`src/rtl/cam_pkg.sv`:
```
// cam_pkg: shared FSM state type and default sizing for the DVP capture block.
//   No ports; imported by cam_sync_edge and cam_dvp_capture.
package cam_pkg;
    typedef enum logic [1:0] {IDLE, WAIT_FRAME, FRAME} state_t;
    localparam int DEF_SYNC_STAGES = 2;
    localparam int DEF_X_W = 10;
    localparam int DEF_Y_W = 9;
endpackage

```
`src/rtl/cam_sync_edge.sv`:
```
// cam_sync_edge: N-stage synchronizer for one camera control line plus edge detect.
//   clk    in  sampling clock
//   rst_n  in  asynchronous active-low reset
//   din    in  asynchronous pin
//   lvl    out synchronized level
//   rise   out lvl went 0->1 this cycle
//   fall   out lvl went 1->0 this cycle
module cam_sync_edge
    import cam_pkg::*;
#(
    parameter int N       = DEF_SYNC_STAGES,
    parameter bit RST_VAL = 1'b0
) (
    input  logic clk,
    input  logic rst_n,
    input  logic din,
    output logic lvl,
    output logic rise,
    output logic fall
);
    logic [N-1:0] chain;
    logic         prev;

    always_ff @(posedge clk or negedge rst_n) begin
        if (!rst_n) begin
            chain <= {N{RST_VAL}};
            prev  <= RST_VAL;
        end else begin
            chain <= {chain[N-2:0], din};
            prev  <= chain[N-1];
        end
    end

    assign lvl  = chain[N-1];
    assign rise = lvl & ~prev;
    assign fall = ~lvl & prev;
endmodule

```
`src/rtl/cam_dvp_capture.sv`:
```
// cam_dvp_capture: oversampled 8-bit DVP capture, byte pairs -> 16-bit x/y-tagged pixel stream.
//   CLOCK, RESET_N              sole clock, asynchronous active-low reset
//   cam_pclk/vsync/href/d       raw camera pins, sampled as data
//   enable                      capture enable (level)
//   pix_data/x/y/sof/valid      one-entry output register, pix_ready accepts
//   line_done, frame_done       1-cycle pulses at line / frame end inside a frame
//   overflow                    sticky: a pixel arrived while the output was stalled
module cam_dvp_capture
    import cam_pkg::*;
#(
    parameter int SYNC_STAGES = DEF_SYNC_STAGES,
    parameter int X_W         = DEF_X_W,
    parameter int Y_W         = DEF_Y_W,
    parameter bit VSYNC_POL   = 1'b1
) (
    input  logic           CLOCK,
    input  logic           RESET_N,
    input  logic           cam_pclk,
    input  logic           cam_vsync,
    input  logic           cam_href,
    input  logic [7:0]     cam_d,
    input  logic           enable,
    output logic [15:0]    pix_data,
    output logic [X_W-1:0] pix_x,
    output logic [Y_W-1:0] pix_y,
    output logic           pix_sof,
    output logic           pix_valid,
    input  logic           pix_ready,
    output logic           line_done,
    output logic           frame_done,
    output logic           overflow
);
    localparam logic [X_W-1:0] X_MAX = '1;
    localparam logic [Y_W-1:0] Y_MAX = '1;

    logic pclk_lvl, pclk_rise, pclk_fall;
    logic href_lvl, href_rise, href_fall;
    logic vs_lvl, vs_rise, vs_fall;
    logic unused_edges;

    cam_sync_edge #(.N(SYNC_STAGES), .RST_VAL(1'b0)) u_pclk (
        .clk(CLOCK), .rst_n(RESET_N), .din(cam_pclk),
        .lvl(pclk_lvl), .rise(pclk_rise), .fall(pclk_fall)
    );
    cam_sync_edge #(.N(SYNC_STAGES), .RST_VAL(1'b0)) u_href (
        .clk(CLOCK), .rst_n(RESET_N), .din(cam_href),
        .lvl(href_lvl), .rise(href_rise), .fall(href_fall)
    );
    // VSYNC resets to its non-blanking level so a pin already in blanking after
    // reset is never mistaken for a frame start.
    cam_sync_edge #(.N(SYNC_STAGES), .RST_VAL(!VSYNC_POL)) u_vsync (
        .clk(CLOCK), .rst_n(RESET_N), .din(cam_vsync),
        .lvl(vs_lvl), .rise(vs_rise), .fall(vs_fall)
    );

    assign unused_edges = &{1'b0, pclk_lvl, pclk_fall, href_rise, vs_lvl};

    // Data chain has the same depth as the control chains so d is aligned with pclk rise.
    logic [7:0] d_chain [SYNC_STAGES];
    logic [7:0] d_s;

    always_ff @(posedge CLOCK or negedge RESET_N) begin
        if (!RESET_N) begin
            for (int i = 0; i < SYNC_STAGES; i++) d_chain[i] <= '0;
        end else begin
            d_chain[0] <= cam_d;
            for (int i = 1; i < SYNC_STAGES; i++) d_chain[i] <= d_chain[i-1];
        end
    end

    assign d_s = d_chain[SYNC_STAGES-1];

    logic blank_enter, blank_leave;
    assign blank_enter = VSYNC_POL ? vs_rise : vs_fall;
    assign blank_leave = VSYNC_POL ? vs_fall : vs_rise;

    state_t         state;
    logic [X_W-1:0] x, px_x;
    logic [Y_W-1:0] y, px_y;
    logic           phase, px_stb, px_sof;
    logic [7:0]     hi;
    logic [15:0]    px_word;

    // Capture FSM; px_* is a one-cycle strobe carrying each freshly formed pixel.
    always_ff @(posedge CLOCK or negedge RESET_N) begin
        if (!RESET_N) begin
            state      <= IDLE;
            x          <= '0;
            y          <= '0;
            phase      <= 1'b0;
            hi         <= '0;
            px_stb     <= 1'b0;
            px_word    <= '0;
            px_x       <= '0;
            px_y       <= '0;
            px_sof     <= 1'b0;
            line_done  <= 1'b0;
            frame_done <= 1'b0;
        end else begin
            px_stb     <= 1'b0;
            line_done  <= 1'b0;
            frame_done <= 1'b0;
            if (!enable) begin
                state <= IDLE;
                phase <= 1'b0;
            end else begin
                case (state)
                    IDLE: state <= WAIT_FRAME;
                    WAIT_FRAME: begin
                        if (blank_leave) begin
                            state <= FRAME;
                            x     <= '0;
                            y     <= '0;
                            phase <= 1'b0;
                        end
                    end
                    FRAME: begin
                        // Blanking wins over any byte arriving in the same cycle.
                        if (blank_enter) begin
                            frame_done <= 1'b1;
                            state      <= WAIT_FRAME;
                        end else if (pclk_rise && href_lvl) begin
                            phase <= ~phase;
                            if (!phase) begin
                                hi <= d_s;
                            end else begin
                                px_stb  <= 1'b1;
                                px_word <= {hi, d_s};
                                px_x    <= x;
                                px_y    <= y;
                                px_sof  <= (x == '0) && (y == '0);
                                x       <= (x == X_MAX) ? x : x + 1'b1;
                            end
                        end
                        if (href_fall) begin
                            line_done <= 1'b1;
                            y         <= (y == Y_MAX) ? y : y + 1'b1;
                            x         <= '0;
                            phase     <= 1'b0;
                        end
                    end
                    default: state <= IDLE;
                endcase
            end
        end
    end

    logic ovf_clr;
    assign ovf_clr = (state == IDLE) && enable;

    always_ff @(posedge CLOCK or negedge RESET_N) begin
        if (!RESET_N) begin
            pix_valid <= 1'b0;
            pix_data  <= '0;
            pix_x     <= '0;
            pix_y     <= '0;
            pix_sof   <= 1'b0;
            overflow  <= 1'b0;
        end else begin
            if (px_stb && (!pix_valid || pix_ready)) begin
                pix_valid <= 1'b1;
                pix_data  <= px_word;
                pix_x     <= px_x;
                pix_y     <= px_y;
                pix_sof   <= px_sof;
            end else if (pix_valid && pix_ready) begin
                pix_valid <= 1'b0;
            end
            overflow <= ovf_clr ? 1'b0 : (overflow | (px_stb & pix_valid & ~pix_ready));
        end
    end
endmodule

```
`config.mk`:
```
export PLATFORM = sky130hd
export DESIGN_NAME = cam_dvp_capture
export DESIGN_NICKNAME = d
export VERILOG_FILES = /design/src/rtl/cam_pkg.sv /design/src/rtl/cam_sync_edge.sv /design/src/rtl/cam_dvp_capture.sv
export SDC_FILE = /design/constraint.sdc
export NUM_CORES = 1
export LEC_CHECK = 0
export ABC_AREA = 1
export CAP_MARGIN = 10
export CELL_PAD_IN_SITES_DETAIL_PLACEMENT = 0
export CELL_PAD_IN_SITES_GLOBAL_PLACEMENT = 1
export CORE_MARGIN = 4
export CORE_UTILIZATION = 49
export CTS_BUF_LIST = sky130_fd_sc_hd__clkbuf_16
export CTS_CLUSTER_SIZE = 14
export DETAILED_ROUTE_END_ITERATION = 10
export DONT_BUFFER_PORTS = 1
export PLACE_DENSITY = 0.85
export SYNTH_ARGS = -nofsm -noshare
export SYNTH_HDL_FRONTEND = slang
export SYNTH_SLANG_ARGS = --single-unit
```
`constraint.sdc`:
```
create_clock -name CLOCK -period 2.1 [get_ports CLOCK]
set_input_delay 0.42 -clock CLOCK [delete_from_list [all_inputs] [get_ports CLOCK]]
set_output_delay 0.42 -clock CLOCK [all_outputs]
set_load 0.05 [all_outputs]
```
==> results.sh, run 1 <==
export IMPL_clkLatencyLatePin_ns=0.41
export IMPL_period_share=0.8636
export IMPL_wirelength_mm=9.802
export IMPL_yosys_warnings=0
export IMPL_setup_worst_path_class="reg2reg"
export IMPL_p_per_area_mw_per_mm2=927.9
export IMPL_dp_cells=645
export IMPL_finalHoldViolations=132
export IMPL_clock_fmax_mhz=551.4
export IMPL_worstSetupEndpointType="flop"
export IMPL_rsz0062_at_grt="false"
export IMPL_setup_viol=0
export IMPL_ys_seq_area_frac=0.6250
export IMPL_grt_use_total=0.1643
export IMPL_cellLeakagePower_nw=2.961
export IMPL_dp_hpwl_mm=6.387
export IMPL_grt_max_degree=133
export IMPL_worstSetupStartpoint="y[0]"
export IMPL_route_detailed_drc=0
export IMPL_synth_edf_count=0
export IMPL_ios=55
export IMPL_reg2reg_slack_ns=0.29
export IMPL_drv_slew=0
export IMPL_synthArstFlopShare=1.000
export IMPL_status="finished with violations"
export IMPL_rows=37
export IMPL_nets=548
export IMPL_yosys_register_bits=132
export IMPL_n_fill_cell=905
export IMPL_grt_pass1_vias=3481
export IMPL_violations="negative hold slack"
export IMPL_diodes=0
export IMPL_layout_min_cycle_time_ns=1.814
export IMPL_pwr_share_seq=0.475
export IMPL_drtIter0Drc=156
export IMPL_die_area_mm2=0.01251
export IMPL_fp_dieH_um=111.9
export IMPL_register_area_mm2=0.003303
export IMPL_path_max_fanout=10
export IMPL_skew_ns=0.008995
export IMPL_detail_route_wl_per_cell_um=14.48
export IMPL_worstPathArrival_ns=2.11
export IMPL_cts_num_sinks=132
export IMPL_r2r_end="y[2]"
export IMPL_drive_above_1_share=0.1682
export IMPL_place_congestion=0.8207
export IMPL_post_cts_buffers=0
export IMPL_grt_pass1_wl_mm=16.50
export IMPL_cts_tree="yes"
export IMPL_clockBufferDepth=2
export IMPL_hold_slack_ns=-0.3016
export IMPL_grt_ovfl_total=0
export IMPL_required_ns=2.40
export IMPL_core_region_area_mm2=0.01042
export IMPL_cts_inserted_buffers=17
export IMPL_die_x_um=111.9
export IMPL_hp_class="in2async"
export IMPL_fin_tns_setup_ns=0
export IMPL_fin_area_mm2=0.005981
export IMPL_final_common_cell="dfrtp_1"
export IMPL_layout_common_cells="dfrtp_1 (132), nand2_1 (128), o21ai_1 (53)"
export IMPL_intPower_mw=4.288
export IMPL_syn_area_mm2=0.005285
export IMPL_syn_nets=537
export IMPL_antenna_found_initial=0
export IMPL_switching_share=0.2273
export IMPL_cap_violations=0
export IMPL_portBuffers=0
export IMPL_syn_to_final_growth_pct=13.16
export IMPL_worst_slew_pin_slew_ns=0.5189
export IMPL_combPwrFrac=0.028
export IMPL_synthFlopType="dfrtp_1"
export IMPL_reg2reg_depth=12
export IMPL_clockPowerShare=0.497
export IMPL_relSlewSlack=0.6541
export IMPL_clk_pin_slew_ns=0.06
export IMPL_synth_distinct_cells=28
export IMPL_clockRootBuffer="clkbuf_16"
export IMPL_start_util=0.5074
export IMPL_vias=3446
export IMPL_via_per_inst=5.090
export IMPL_multi_input_area_mm2=0.001680
export IMPL_syn_area_per_cell_um2=10.22
export IMPL_h_tree_depth=4
export IMPL_placed_cell_area_mm2=0.005425
export IMPL_cp_start_kind="flop"
export IMPL_drt_pass1_iterations=4
export IMPL_finalNonFillerCells=677
export IMPL_drtAntennaViolNets=0
export IMPL_syn_inst=517
export IMPL_r2r_start="y[0]"
export IMPL_switchingPower_mw=1.261
export IMPL_peakVddDrop_mv=0.4737
==> metrics by stage <==
stage	setup slack (ns)	hold WS, ns	utilization	total power [mW]
after floorplan	0.4552	0.1244	-	2.794
after CTS	0.2830	-0.3163	0.5742	5.613
after detailed placement	0.2967	0.1286	0.5208	2.837
after global routing	0.1106	-0.3204	0.5742	5.764
after global placement	0.3611	0.1280	0.5208	2.831
final	0.2865	-0.3016	0.5742	5.550
==> logic make-up (layout without fill, tap and decap cells) <==
| logic type | Yosys count | in the layout | share of synthesized area |
|---|---|---|---|
| AOI/OAI and AO/OA | 78 | 78 | 0.08168 |
| xor gates and xnor gates | 2 | 2 | 0.003315 |
| adders and majority gates | 5 | 5 | 0.01184 |
| buffers and inverters | 70 | 94 | 0.05753 |
| DFF | 132 | 132 | 0.6250 |
| muxes | 29 | 29 | 0.06179 |
| and+or+nand+nor | 201 | 201 | 0.1589 |
==> worst max path at each step <==
stage	slack [ns]	end	cells after the start
floorplan	0.46	y[6]	12
global placement	0.36	y[5]	12
detailed placement	0.30	y[5]	12
CTS	0.28	y[3]	12
global route	0.11	y[3]	12
finish	0.29	y[2]	12
==> cells in the mapped netlist, types with 2 or more instances <==
cell type  number  area share
a21oi_1         3      0.0028
buf_2           6      0.0057
buf_6           4      0.0085
clkbuf_1        4      0.0028
dfrtp_1       132        0.63
ha_1            5       0.012
inv_1          50       0.036
inv_2           5      0.0036
mux2_2         29       0.062
nand2_1       129       0.092
nand3_1        19       0.018
nand3_2         3      0.0057
nand4_1         5      0.0059
nor2_1         36       0.026
nor2_2          2      0.0024
nor3b_1         2      0.0028
o21ai_0        10      0.0095
o21ai_1        53       0.050
o21ai_2         9       0.015
or2_2           2      0.0024
xor2_1          2      0.0033
==> registers in the layout, summed over array words and instances, names as in the netlist, 8 cells and up <==
name	flops
y	9
d_s	8
x	10
pix_data	16
hi	8
px_y	9
pix_y	9
px_word	16
px_x	10
d_chain	8
pix_x	10
==> worst max-delay path: stages (launching register included) <==
cell and delay (ns):
dfrtp_1 0.40, ha_1 0.23, nand2_1 0.10, nor2_1 0.06
nand2_1 0.07, nor2_1 0.05, ha_1 0.17, nand2_1 0.06
nand2_1 0.09, nor2_4 0.22, inv_2 0.12, nand2_1 0.07
o21ai_1 0.06
==> timing repair <==
item | 4_1_cts | 5_1_grt
resized for setup | 0 | 0
hold endpoints to repair | 132 | 132
endpoints found under the setup margin | 0 | 0
==> layout make-up <==
type                    instances  area share
clock buffers                  17     0.07113
clock inverters                15     0.02176
inverters                      55     0.03452
multi-input cells             315      0.2810
flip-flops and latches        132      0.5523
well taps                     136     0.02845
repair buffers                  7     0.01088
==> power groups by stage <==
stage | registers (mW) | clock network, mW | logic, mW
6_report | 2.64 | 2.76 | 0.153
5_1_grt | 2.64 | 2.95 | 0.175
2_1_floorplan | 2.67 | 0 | 0.121
4_1_cts | 2.64 | 2.82 | 0.155
3_5_place_dp | 2.68 | 0 | 0.153
3_3_place_gp | 2.68 | 0 | 0.151
==> per-layer routing <==
layer | up-vias | track usage | share of wire
met3 | 21 | 0.05489 | 0.047
met2 | 72 | 0.2482 | 0.46
met1 | 1662 | 0.2161 | 0.47
li1 | 1691 | - | -
met5 | - | 0 | 0
met4 | 0 | 0.07461 | 0.023
Power figures use the tool's default switching activity.
==> run 2: changes to the inputs <==
CORE_ASPECT_RATIO = 0.9   (was unset)
CORE_MARGIN = unset   (was 4)
==> results.sh, run 2 (same netlist as run 1, synthesis figures left out) <==
export IMPL_drv_slew=0
export IMPL_cts_num_sinks=132
export IMPL_required_ns=2.39
export IMPL_combPwrFrac=0.028
export IMPL_nets=550
export IMPL_path_buf_inv=1
export IMPL_period_share=0.8606
export IMPL_finalHoldViolations=132
export IMPL_switching_share=0.2138
export IMPL_status="finished with violations"
export IMPL_drtIter0Drc=211
export IMPL_cp_endpoint="y[5]"
export IMPL_fp_dieH_um=100.5
export IMPL_cp_common_cell="nand2_1"
export IMPL_p_per_area_mw_per_mm2=950.5
export IMPL_die_x_um=111.5
export IMPL_rows=35
export IMPL_final_common_cell="dfrtp_1"
export IMPL_reg2reg_slack_ns=0.29
export IMPL_detail_route_wl_per_cell_um=14.52
export IMPL_crit_family="simple AND/OR/NAND/NOR gates"
export IMPL_cap_violations=0
export IMPL_fin_tns_setup_ns=0
export IMPL_rsz0062_at_grt="false"
export IMPL_skew_ns=0.01055
export IMPL_path_max_fanout=10
export IMPL_worstSetupPathDepth=12
export IMPL_clock_fmax_mhz=553.3
export IMPL_clockBufferDepth=2
export IMPL_grt_pass1_vias=3463
export IMPL_place_congestion=0.8869
export IMPL_hp_class="in2async"
export IMPL_violations="design-rule violations, negative hold slack"
export IMPL_crit_chain="ha_1 -> nand2_1 -> nor2_1 -> nand2_1 -> nor2_1 -> ha_1 -> nand2_1 -> nand2_1 -> nor2_4 -> inv_2 -> nand2_1 -> o21ai_1"
export IMPL_antenna_found_initial=0
export IMPL_vias=3374
export IMPL_r2r_end="y[5]"
export IMPL_setup_worst_path_class="reg2reg"
export IMPL_via_per_inst=5.021
export IMPL_cts_tree="yes"
export IMPL_peakVddDrop_mv=0.5125
export IMPL_dp_hpwl_mm=6.419
export IMPL_grt_max_degree=133
export IMPL_setup_viol=0
export IMPL_pwr_share_seq=0.458
export IMPL_clockPowerShare=0.515
export IMPL_worstSetupStartpoint="y[0]"
export IMPL_cpMaxStageDelayCell="dfrtp_1"
export IMPL_worstSetupEndpointType="flop"
export IMPL_crit_path_max_incr_delay_ns=0.41
export IMPL_clk_pin_slew_ns=0.06
export IMPL_syn_to_final_growth_pct=14.68
export IMPL_clkLatencyLatePin_ns=0.41
export IMPL_grt_pass1_wl_mm=17.05
export IMPL_intPower_mw=4.529
export IMPL_relSlewSlack=0.6550
export IMPL_cts_inserted_buffers=17
export IMPL_grt_use_total=0.1982
export IMPL_hold_slack_ns=-0.2932
export IMPL_ios=55
export IMPL_die_area_mm2=0.01121
export IMPL_cellLeakagePower_nw=3.001
export IMPL_finalNonFillerCells=672
export IMPL_portBuffers=0
export IMPL_totalPowerFinal_mw=5.761
export IMPL_wirelength_mm=9.758
export IMPL_drive_above_1_share=0.1731
export IMPL_drt_pass1_iterations=8
export IMPL_start_util=0.5092
export IMPL_cts_resized=0
export IMPL_layout_common_cells="dfrtp_1 (132), nand2_1 (128), o21ai_1 (53)"
export IMPL_worstPathArrival_ns=2.10
export IMPL_clockRootBuffer="clkbuf_16"
export IMPL_diodes=0
export IMPL_layout_min_cycle_time_ns=1.807
export IMPL_switchingPower_mw=1.232
export IMPL_reg2reg_depth=12
export IMPL_drtAntennaViolNets=0
export IMPL_cp_start_kind="flop"
export IMPL_largestRegisters="pix_data x16, px_word x16"
export IMPL_dp_cells=640
export IMPL_core_region_area_mm2=0.01038
export IMPL_route_detailed_drc=6
export IMPL_grt_ovfl_total=0
export IMPL_r2r_start="y[0]"
export IMPL_h_tree_depth=4
export IMPL_worst_slew_pin_slew_ns=0.5175
-- run 2: timing repair --
action,4_1_cts,5_1_grt
endpoints found under the hold margin,132,132
setup buffers,0,0
setup endpoints to repair,0,0
-- run 2: metal layers --
layer | track usage | vias to the layer above | routed length [um]
met5 | 0 | - | 0
met4 | 0.06757 | 0 | 61
met3 | 0.06795 | 4 | 401
met2 | 0.3072 | 63 | 4588
met1 | 0.2632 | 1623 | 4707
li1 | - | 1684 | -
-- run 2: layout make-up --
cell class	count	area (um^2)
fillers	872	4318
flip-flops and latches	132	3303
multi-input cells	315	1680
clock buffers	17	425.4
inverters	55	206.4
clock inverters	15	178.9
well taps	129	161.4
repair buffers	9	105.1
-- run 2: worst min path at each step --
stage,from,end,slack [ns],depth (start not counted)
floorplan,RESET_N,d_chain[10],0.12,0
global placement,RESET_N,pix_data[11],0.13,0
detailed placement,RESET_N,pix_data[12],0.13,0
CTS,RESET_N,pix_x[9],-0.32,0
global route,RESET_N,px_word[13],-0.32,0
finish,RESET_N,pix_data[12],-0.29,0
-- run 2: power groups by stage --
stage,sequential [mW],combinational (mW),clock [mW]
3_5_place_dp,2.68,0.158,0
6_report,2.64,0.159,2.97
5_1_grt,2.64,0.181,3.15
3_3_place_gp,2.68,0.156,0
4_1_cts,2.64,0.159,3.04
2_1_floorplan,2.67,0.121,0
-- run 2: through the flow --
stage / hold slack [ns] / cell area [um^2] / util / worst slack, ns
after floorplan: 0.1244 / 5285 / - / 0.4552
after global placement: 0.1283 / 5456 / 0.5257 / 0.3642
after detailed placement: 0.1277 / 5456 / 0.5257 / 0.3103
after CTS: -0.3155 / 6061 / 0.5840 / 0.2908
after global routing: -0.3239 / 6061 / 0.5840 / 0.01420
final: -0.2932 / 6061 / 0.5840 / 0.2926
